### config.mk
export PLATFORM = sky130hd
export DESIGN_NAME = i2s_ser_tx
export DESIGN_NICKNAME = d
export VERILOG_FILES = /design/src/rtl/i2s_ser_tx.sv
export SDC_FILE = /design/constraint.sdc
export NUM_CORES = 1
export LEC_CHECK = 0
export CORE_MARGIN = 8
export CORE_UTILIZATION = 63
export DETAILED_ROUTE_END_ITERATION = 7
export DONT_BUFFER_PORTS = 1
export HOLD_SLACK_MARGIN = 0.15
export PLACE_DENSITY = 0.77
export SLEW_MARGIN = 25
export SYNTH_ARGS = -nofsm -noshare
export SYNTH_HDL_FRONTEND = slang
export SYNTH_SLANG_ARGS = --single-unit
### constraint.sdc
create_clock -name clk -period 3.2 [get_ports clk]
set_clock_uncertainty 0.05 [all_clocks]
set_input_delay 0.64 -clock clk [delete_from_list [all_inputs] [get_ports clk]]
set_output_delay 0.64 -clock clk [all_outputs]
set_load 0.05 [all_outputs]
### src/rtl/i2s_ser_tx.sv
// I2S serializer: 64-bit stereo words in over valid/ready, bck/lrck/sdata out, bck and lrck derived from clk.
// Optional saturating underrun counter output when I2S_SER_TX_UNDERRUN_CNT_EN is defined.
module i2s_ser_tx #(
   parameter int BCK_DIV = 4
) (
   input  logic        clk,
   input  logic        resetn,
   input  logic        en,
   input  logic [63:0] data,
   input  logic        valid,
   output logic        ready,
   output logic        bck,
   output logic        lrck,
   output logic        sdata,
   output logic        frame_start,
   output logic        underrun
`ifdef I2S_SER_TX_UNDERRUN_CNT_EN
   ,
   output logic [15:0] underrun_cnt
`endif
);

   localparam int DW   = (BCK_DIV > 2) ? $clog2(BCK_DIV) : 1;
   localparam int HALF = BCK_DIV / 2;

   typedef enum logic {
      IDLE = 1'b0,
      RUN  = 1'b1
   } state_t;

   state_t        state_r;
   logic [DW-1:0] div_r;
   logic [5:0]    k_r;
   logic [63:0]   buf_r;
   logic          buf_full_r;
   logic [63:0]   shift_r;

   logic          accept_s;
   logic          load_s;
   logic          div_last_s;
   logic          buf_full_nxt_s;
   logic [5:0]    bit_sel_s;

   // Handshake, frame-load and bit-select decode.
   always_comb begin
      accept_s       = valid && !buf_full_r;
      load_s         = (state_r == RUN) && en && (div_r == DW'(0)) && (k_r == 6'd0);
      div_last_s     = (div_r == DW'(BCK_DIV - 1));
      // Slot k carries frame bit k-1; modulo-64 makes slot 0 pick the previous frame's last bit.
      bit_sel_s      = 6'd0 - k_r;
      buf_full_nxt_s = buf_full_r;
      if (accept_s) begin
         buf_full_nxt_s = 1'b1;
      end else if (load_s) begin
         buf_full_nxt_s = 1'b0;
      end else begin
         buf_full_nxt_s = buf_full_r;
      end
   end

   // Holding buffer, state machine, bit/slot counters and all registered outputs.
   always_ff @(posedge clk) begin
      if (!resetn) begin
         state_r     <= IDLE;
         div_r       <= DW'(0);
         k_r         <= 6'd0;
         buf_r       <= 64'd0;
         buf_full_r  <= 1'b0;
         shift_r     <= 64'd0;
         ready       <= 1'b1;
         bck         <= 1'b0;
         lrck        <= 1'b0;
         sdata       <= 1'b0;
         frame_start <= 1'b0;
         underrun    <= 1'b0;
      end else begin
         frame_start <= 1'b0;
         underrun    <= 1'b0;
         if (accept_s) begin
            buf_r <= data;
         end
         buf_full_r <= buf_full_nxt_s;
         ready      <= !buf_full_nxt_s;
         case (state_r)
            IDLE: begin
               div_r   <= DW'(0);
               k_r     <= 6'd0;
               shift_r <= 64'd0;
               bck     <= 1'b0;
               lrck    <= 1'b0;
               sdata   <= 1'b0;
               state_r <= en ? RUN : IDLE;
            end
            RUN: begin
               if (!en) begin
                  state_r <= IDLE;
                  div_r   <= DW'(0);
                  k_r     <= 6'd0;
                  shift_r <= 64'd0;
                  bck     <= 1'b0;
                  lrck    <= 1'b0;
                  sdata   <= 1'b0;
               end else begin
                  bck <= (div_r >= DW'(HALF));
                  if (div_r == DW'(0)) begin
                     lrck  <= k_r[5];
                     sdata <= shift_r[bit_sel_s];
                  end
                  if (load_s) begin
                     shift_r     <= buf_full_r ? buf_r : 64'd0;
                     frame_start <= 1'b1;
                     underrun    <= !buf_full_r;
                  end
                  div_r <= div_last_s ? DW'(0) : div_r + DW'(1);
                  if (div_last_s) begin
                     k_r <= k_r + 6'd1;
                  end
               end
            end
            default: begin
               state_r <= IDLE;
            end
         endcase
      end
   end

`ifdef I2S_SER_TX_UNDERRUN_CNT_EN
   // Saturating count of underrun events; only resetn clears it.
   always_ff @(posedge clk) begin
      if (!resetn) begin
         underrun_cnt <= 16'd0;
      end else if (load_s && !buf_full_r && (underrun_cnt != 16'hFFFF)) begin
         underrun_cnt <= underrun_cnt + 16'd1;
      end
   end
`endif

endmodule

==> impl_metrics.toml, run 1 <==
[status]
run_status = "completed"

[sta]
max_clock_freq_ghz = 0.380
setup_slack_ps = 567
setup_viol = 0
slew_headroom_pct = 56.1
setup_tns_ps = 0
fin_crit_sh_pct = 82.3
drv_slew = 0
finalHoldViolCount = 0
grt_setup_unrepaired = "no"
tightest_slew_ps = 658
fin_crit_ps = 2630

[floorplan]
die_area_sq_um = 12700
die_y_um = 113
start_util_pct = 64.5
core_area_sq_um = 9150
die_w_um = 113
rows = 35
boundaryPins = 74

[drt]
avgRoutedWirePerCell_um = 17.5
drc_errors = 0
ant_nets = 0
routed_wl_um = 12400
via_per_inst = 5.91
dr.first_iter.drc_count = 335
vias = 4205
dr.pass1.iters = 5

[synthesis]
seq_area_frac_synth_pct = 48.8
syn_nets = 687
ys.flop_type = "dfxtp_1"
synthCells = 614
synth_cell_types = 38
synthArstFlopShare_pct = 0
syn_area_sq_um = 5900
avgSynthCellArea_sq_um = 9.62
synth_edf_count = 0
ys_seq_elements = 144
yosysWarnings = 0

[global_routing]
grt_usage_pct = 19.9
grt_first_pass_wirelength_um = 20400
antenna_found_initial = 0
gr-total-overflow = 0
grt_max_degree = 133
grt_pass1_vias = 3996

[power_and_ir_drop]
pwr-share-seq_pct = 49.2
p_comb_share_pct = 3.6
ir_worst_vdd_mv = 0.417
leakagePower_nw = 2.20
p_sw_w = 0.000865
powerDensity_nw_per_um2 = 595
p_int_w = 0.00296
pwr-share-clk_pct = 47.2
switching_share_pct = 22.6

[cells_and_area]
layout.nets = 661
syn2layout_area_growth_pct = 8.82
utilization_pct = 70.2
insertedDiodeCount = 0
drive_above_1_share_pct = 10.5

[setup_path]
reg2reg_setup_slack_ps = 570
r2r_end = "sdata$_SDFFE_PN0P_"
start_kind = "register"
critPathKind = "register to register"
cp-end-kind = "register"
required_ps = 3540
critPathArrivalTime_ps = 2970
path_max_fanout = 17
worstRegToRegCells = 7
r2r-start = "k_r[0]$_SDFFE_PN0P_"

[clock_network]
cts_setup_buffers = 0
cts_tree = "built"
clockBufferDepth = 2
cts-root-buf = "clkbuf_8"
cts_sinks = 144
ctsHoldBuffers = 0
htree_num_levels = 4
clkLatencyLatePin_ps = 520
cts_made_buffers = 17
cts_resized = 0
cts.clk_slew.worst_paths_ps = 60

[min_path]
hold_end = "buf_r[46]$_SDFFE_PN0P_"
hp-start = "data[46]"
hp-class = "input port to register"
hold_path_depth = 2

[placement]
dp_hpwl_um = 8290
place_congestion = 0.837
pre_cts_slack_ps = 559
io_buffers = 0

[job]
drv_cap = 0
through the flow:
stage               power, W  instances  instance area [sq um]  hold slack (ps)
floorplan            0.00204        614                   5900              382
global placement     0.00205        680                   5880              392
detailed placement   0.00206        680                   5880              409
CTS                  0.00385        712                   6420              195
global route         0.00396        712                   6420              194
finish               0.00382        712                   6420              208
cells in the final DEF (no fill, tap or decap), types with 4 or more instances in the layout:
| master | Yosys | layout |
|---|---|---|
| clkbuf_16 | 0 | 16 |
| buf_4 | 2 | 7 |
| nand2_1 | 134 | 134 |
| dfxtp_1 | 144 | 144 |
| a21boi_0 | 64 | 64 |
| nor2_1 | 12 | 11 |
| mux4_2 | 17 | 17 |
| a22oi_1 | 64 | 64 |
| ha_1 | 5 | 5 |
| inv_1 | 5 | 5 |
| nor2b_1 | 66 | 65 |
| xor2_1 | 4 | 4 |
| mux2i_1 | 8 | 8 |
worst max path at each step:
stage	depth (start not counted)	slack, ps	end	startpoint
finish	7	570	sdata$_SDFFE_PN0P_	k_r[0]$_SDFFE_PN0P_
global route	7	380	sdata$_SDFFE_PN0P_	k_r[0]$_SDFFE_PN0P_
CTS	9	570	sdata$_SDFFE_PN0P_	k_r[0]$_SDFFE_PN0P_
detailed placement	7	560	sdata$_SDFFE_PN0P_	k_r[0]$_SDFFE_PN0P_
global placement	7	650	sdata$_SDFFE_PN0P_	k_r[0]$_SDFFE_PN0P_
floorplan	10	460	sdata$_SDFFE_PN0P_	k_r[0]$_SDFFE_PN0P_
logic make-up (layout without fill, tap and decap cells):
| logic type | count (synthesis) | in the layout | synth area share (%) |
|---|---|---|---|
| adders and majority gates | 5 | 5 | 1.06 |
| DFF | 144 | 144 | 48.8 |
| buffers and inverters | 58 | 45 | 4.39 |
| and+or+nand+nor | 234 | 234 | 18.8 |
| AOI/OAI and AO/OA | 139 | 139 | 17.5 |
| xor gates and xnor gates | 8 | 8 | 1.31 |
| muxes | 26 | 26 | 8.09 |
flip-flops by register name, indices dropped and copies added (netlist names):
register	count
buf_r	64
shift_r	64
k_r	6
div_r	2
bck	1
buf_full_r	1
frame_start	1
lrck	1
ready	1
sdata	1
state_r	1
underrun	1
power by group through the flow:
stage / logic, W / registers, W / clock network, W
2_1_floorplan: 0.000131 / 0.00191 / 0
3_3_place_gp: 0.000134 / 0.00192 / 0
3_5_place_dp: 0.000140 / 0.00192 / 0
4_1_cts: 0.000141 / 0.00188 / 0.00182
5_1_grt: 0.000156 / 0.00189 / 0.00191
6_report: 0.000138 / 0.00188 / 0.00180
cell type report:
cell class | count | area (sq um)
clock buffer | 20 | 435
clock inverter | 12 | 111
fill | 712 | 2730
inverter | 6 | 22.5
multi-input combinational | 412 | 2780
sequential | 144 | 2880
tap | 111 | 139
timing repair buffer | 7 | 52.6
per-layer routing:
metal  wire length, um  GRT usage (%)
met5                 0              0
met4               133           5.76
met3               766           6.12
met2              5810           30.7
met1              5710           26.1
synth_stat cells (3+ instances only):
cell type	instances	area, sq um
or3_1	3	18.8
and2_1	3	18.8
o21ai_0	3	15.0
clkbuf_1	35	131
xnor2_1	3	26.3
mux4_2	17	383
a22oi_1	64	480
ha_1	5	62.6
nand2_1	134	503
inv_1	5	18.8
nand4_1	3	18.8
mux2i_1	8	80.1
nor2b_1	66	413
buf_6	3	33.8
nor3_1	3	15.0
buf_2	9	45.0
xor2_1	4	35.0
a21boi_0	64	480
buf_1	3	11.3
nor2_1	12	45.0
a21oi_1	3	15.0
dfxtp_1	144	2880
worst max-delay path, stage by stage, from the launching register on:
cell      delay [ps]
dfxtp_1          330
clkinv_1         190
ha_1             770
mux4_2           420
mux4_2           470
nor2_1           100
a211o_1          100
o311ai_1          80
(Power assumes the default switching activity.)
==> run 2: changes to the inputs <==
Clock period 3.2 ns to 2.7 ns, I/O delays scaled along.
==> run 2 against run 1 <==
Largest cell class unchanged. Sequential share of layout area decreased by 5.1 points. Utilization increased by 9.0 points. Final cell count increased by 11%. Die area unchanged. Maximum frequency increased by 8.2%. Clock-buffer cell count decreased by 3. Critical path type unchanged. Sequential power increased by 19%. Flip-flop and latch count unchanged.
==> impl_metrics.toml, run 2 (synthesis results as in run 1) <==
[setup_path]
critPathKind = "register to register"
required_ps = 3030
cp-end-kind = "register"
start_kind = "register"
critPathArrivalTime_ps = 2770
path_max_fanout = 12

[sta]
setup_viol = 0
drv_slew = 0
setup_tns_ps = 0
grt_setup_unrepaired = "no"
max_clock_freq_ghz = 0.411
slew_headroom_pct = 52.1
tightest_slew_ps = 719
fin_crit_sh_pct = 90.2
fin_crit_ps = 2430
finalHoldViolCount = 0
holdWs_ps = 187

[placement]
dp_hpwl_um = 8140
place_congestion = 0.842
io_buffers = 0
dp.cells = 683

[power_and_ir_drop]
p_int_w = 0.00366
powerDensity_nw_per_um2 = 660
p_sw_w = 0.00113
p_comb_share_pct = 6.0
ir_worst_vdd_mv = 0.406
leakagePower_nw = 2.56
pwr-share-seq_pct = 46.6
switching_share_pct = 23.5
pwr-share-clk_pct = 47.3

[floorplan]
die_area_sq_um = 12700
die_y_um = 113
boundaryPins = 74
rows = 35
core_area_sq_um = 9150
start_util_pct = 64.5
die_w_um = 113

[global_routing]
grt_usage_pct = 22.7
gr-total-overflow = 0
antenna_found_initial = 1
grt_pass1_vias = 4619
grt_first_pass_wirelength_um = 23200
grt_max_degree = 124

[cells_and_area]
final_cells = 788
layout.nets = 736
final_cell_mix = "dfxtp_1, nand2_1, dlygate4sd3_1"
drive_above_1_share_pct = 10.2
top_regs = "buf_r: 64 flops, shift_r: 64 flops, k_r: 6 flops"
nFillCells = 554
final_common_cell = "dfxtp_1"
syn2layout_area_growth_pct = 22.8

[min_path]
hp-class = "input port to register"

[drt]
avgRoutedWirePerCell_um = 17.9
via_per_inst = 5.79
drc_errors = 0
dr.first_iter.drc_count = 382
dr.pass1.iters = 5
ant_nets = 0
routed_wl_um = 14100
vias = 4563

[clock_network]
cts-root-buf = "clkbuf_8"
htree_num_levels = 4
cts.clk_slew.worst_paths_ps = 60
cts_resized = 0
cts_setup_buffers = 0
clkLatencyLatePin_ps = 520
cts_made_buffers = 17
clockBufferDepth = 2
cts_tree = "built"
cts_sinks = 144

[job]
drv_cap = 0

[status]
run_status = "completed"
[run 2: final timing paths]
| check | startpoint | endpoint | slack (ps) | cells after the start |
|---|---|---|---|---|
| setup / recovery | k_r[1]$_SDFFE_PN0P_ | sdata$_SDFFE_PN0P_ | 270 | 7 |
| hold / removal | valid | buf_full_r$_SDFF_PN0_ | 190 | 2 |
| setup reg to reg | k_r[1]$_SDFFE_PN0P_ | sdata$_SDFFE_PN0P_ | 270 | 7 |
| hold reg to reg | div_r[0]$_SDFF_PP0_ | div_r[0]$_SDFF_PP0_ | 410 | 1 |
[run 2: cell type report]
type | instances | area, sq um | area share [%]
Sequential cell | 144 | 2880 | 39.8
Multi-Input combinational cell | 412 | 2780 | 38.4
Timing Repair Buffer | 82 | 851 | 11.7
Clock buffer | 17 | 414 | 5.71
Clock inverter | 15 | 159 | 2.19
Tap cell | 111 | 139 | 1.92
Inverter | 6 | 22.5 | 0.311
Antenna cell | 1 | 2.50 | 0.0345
[run 2: per-stage QoR]
step	setup slack [ps]	util, %	total power, W	area (sq um)
floorplan	46.6	-	0.00242	5910
global placement	381	64.9	0.00244	5940
detailed placement	291	64.9	0.00245	5940
CTS	280	79.2	0.00479	7250
global route	140	79.2	0.00493	7250
finish	266	79.2	0.00479	7250
[run 2: worst max-delay path, cell delays in order, from the launching register on]
cell	delay, ps
dfxtp_1	420
inv_1	70
ha_1	580
mux4_2	390
mux4_2	480
nor2_1	100
a211o_1	110
o311ai_1	100
[run 2: what timing repair did]
item | in CTS | in global routing
setup endpoints to repair | 0 | 0
hold buffers | 72 | 0
hold endpoints to repair | 131 | 0
[run 2: routing by layer]
layer / GRT usage (%) / up-vias / part of all wire [%]
met5: 0 / - / 0
met4: 8.00 / 0 / 1.9
met3: 6.98 / 24 / 6.4
met2: 37.4 / 139 / 48
met1: 27.6 / 2189 / 43
li1: - / 2211 / -
[run 2: power groups by stage]
stage / Sequential, W / Clock (W) / Combinational (W)
5_1_grt: 0.00224 / 0.00238 / 0.000318
2_1_floorplan: 0.00226 / 0 / 0.000156
3_5_place_dp: 0.00228 / 0 / 0.000176
4_1_cts: 0.00223 / 0.00228 / 0.000281
6_report: 0.00223 / 0.00227 / 0.000289
3_3_place_gp: 0.00227 / 0 / 0.000167
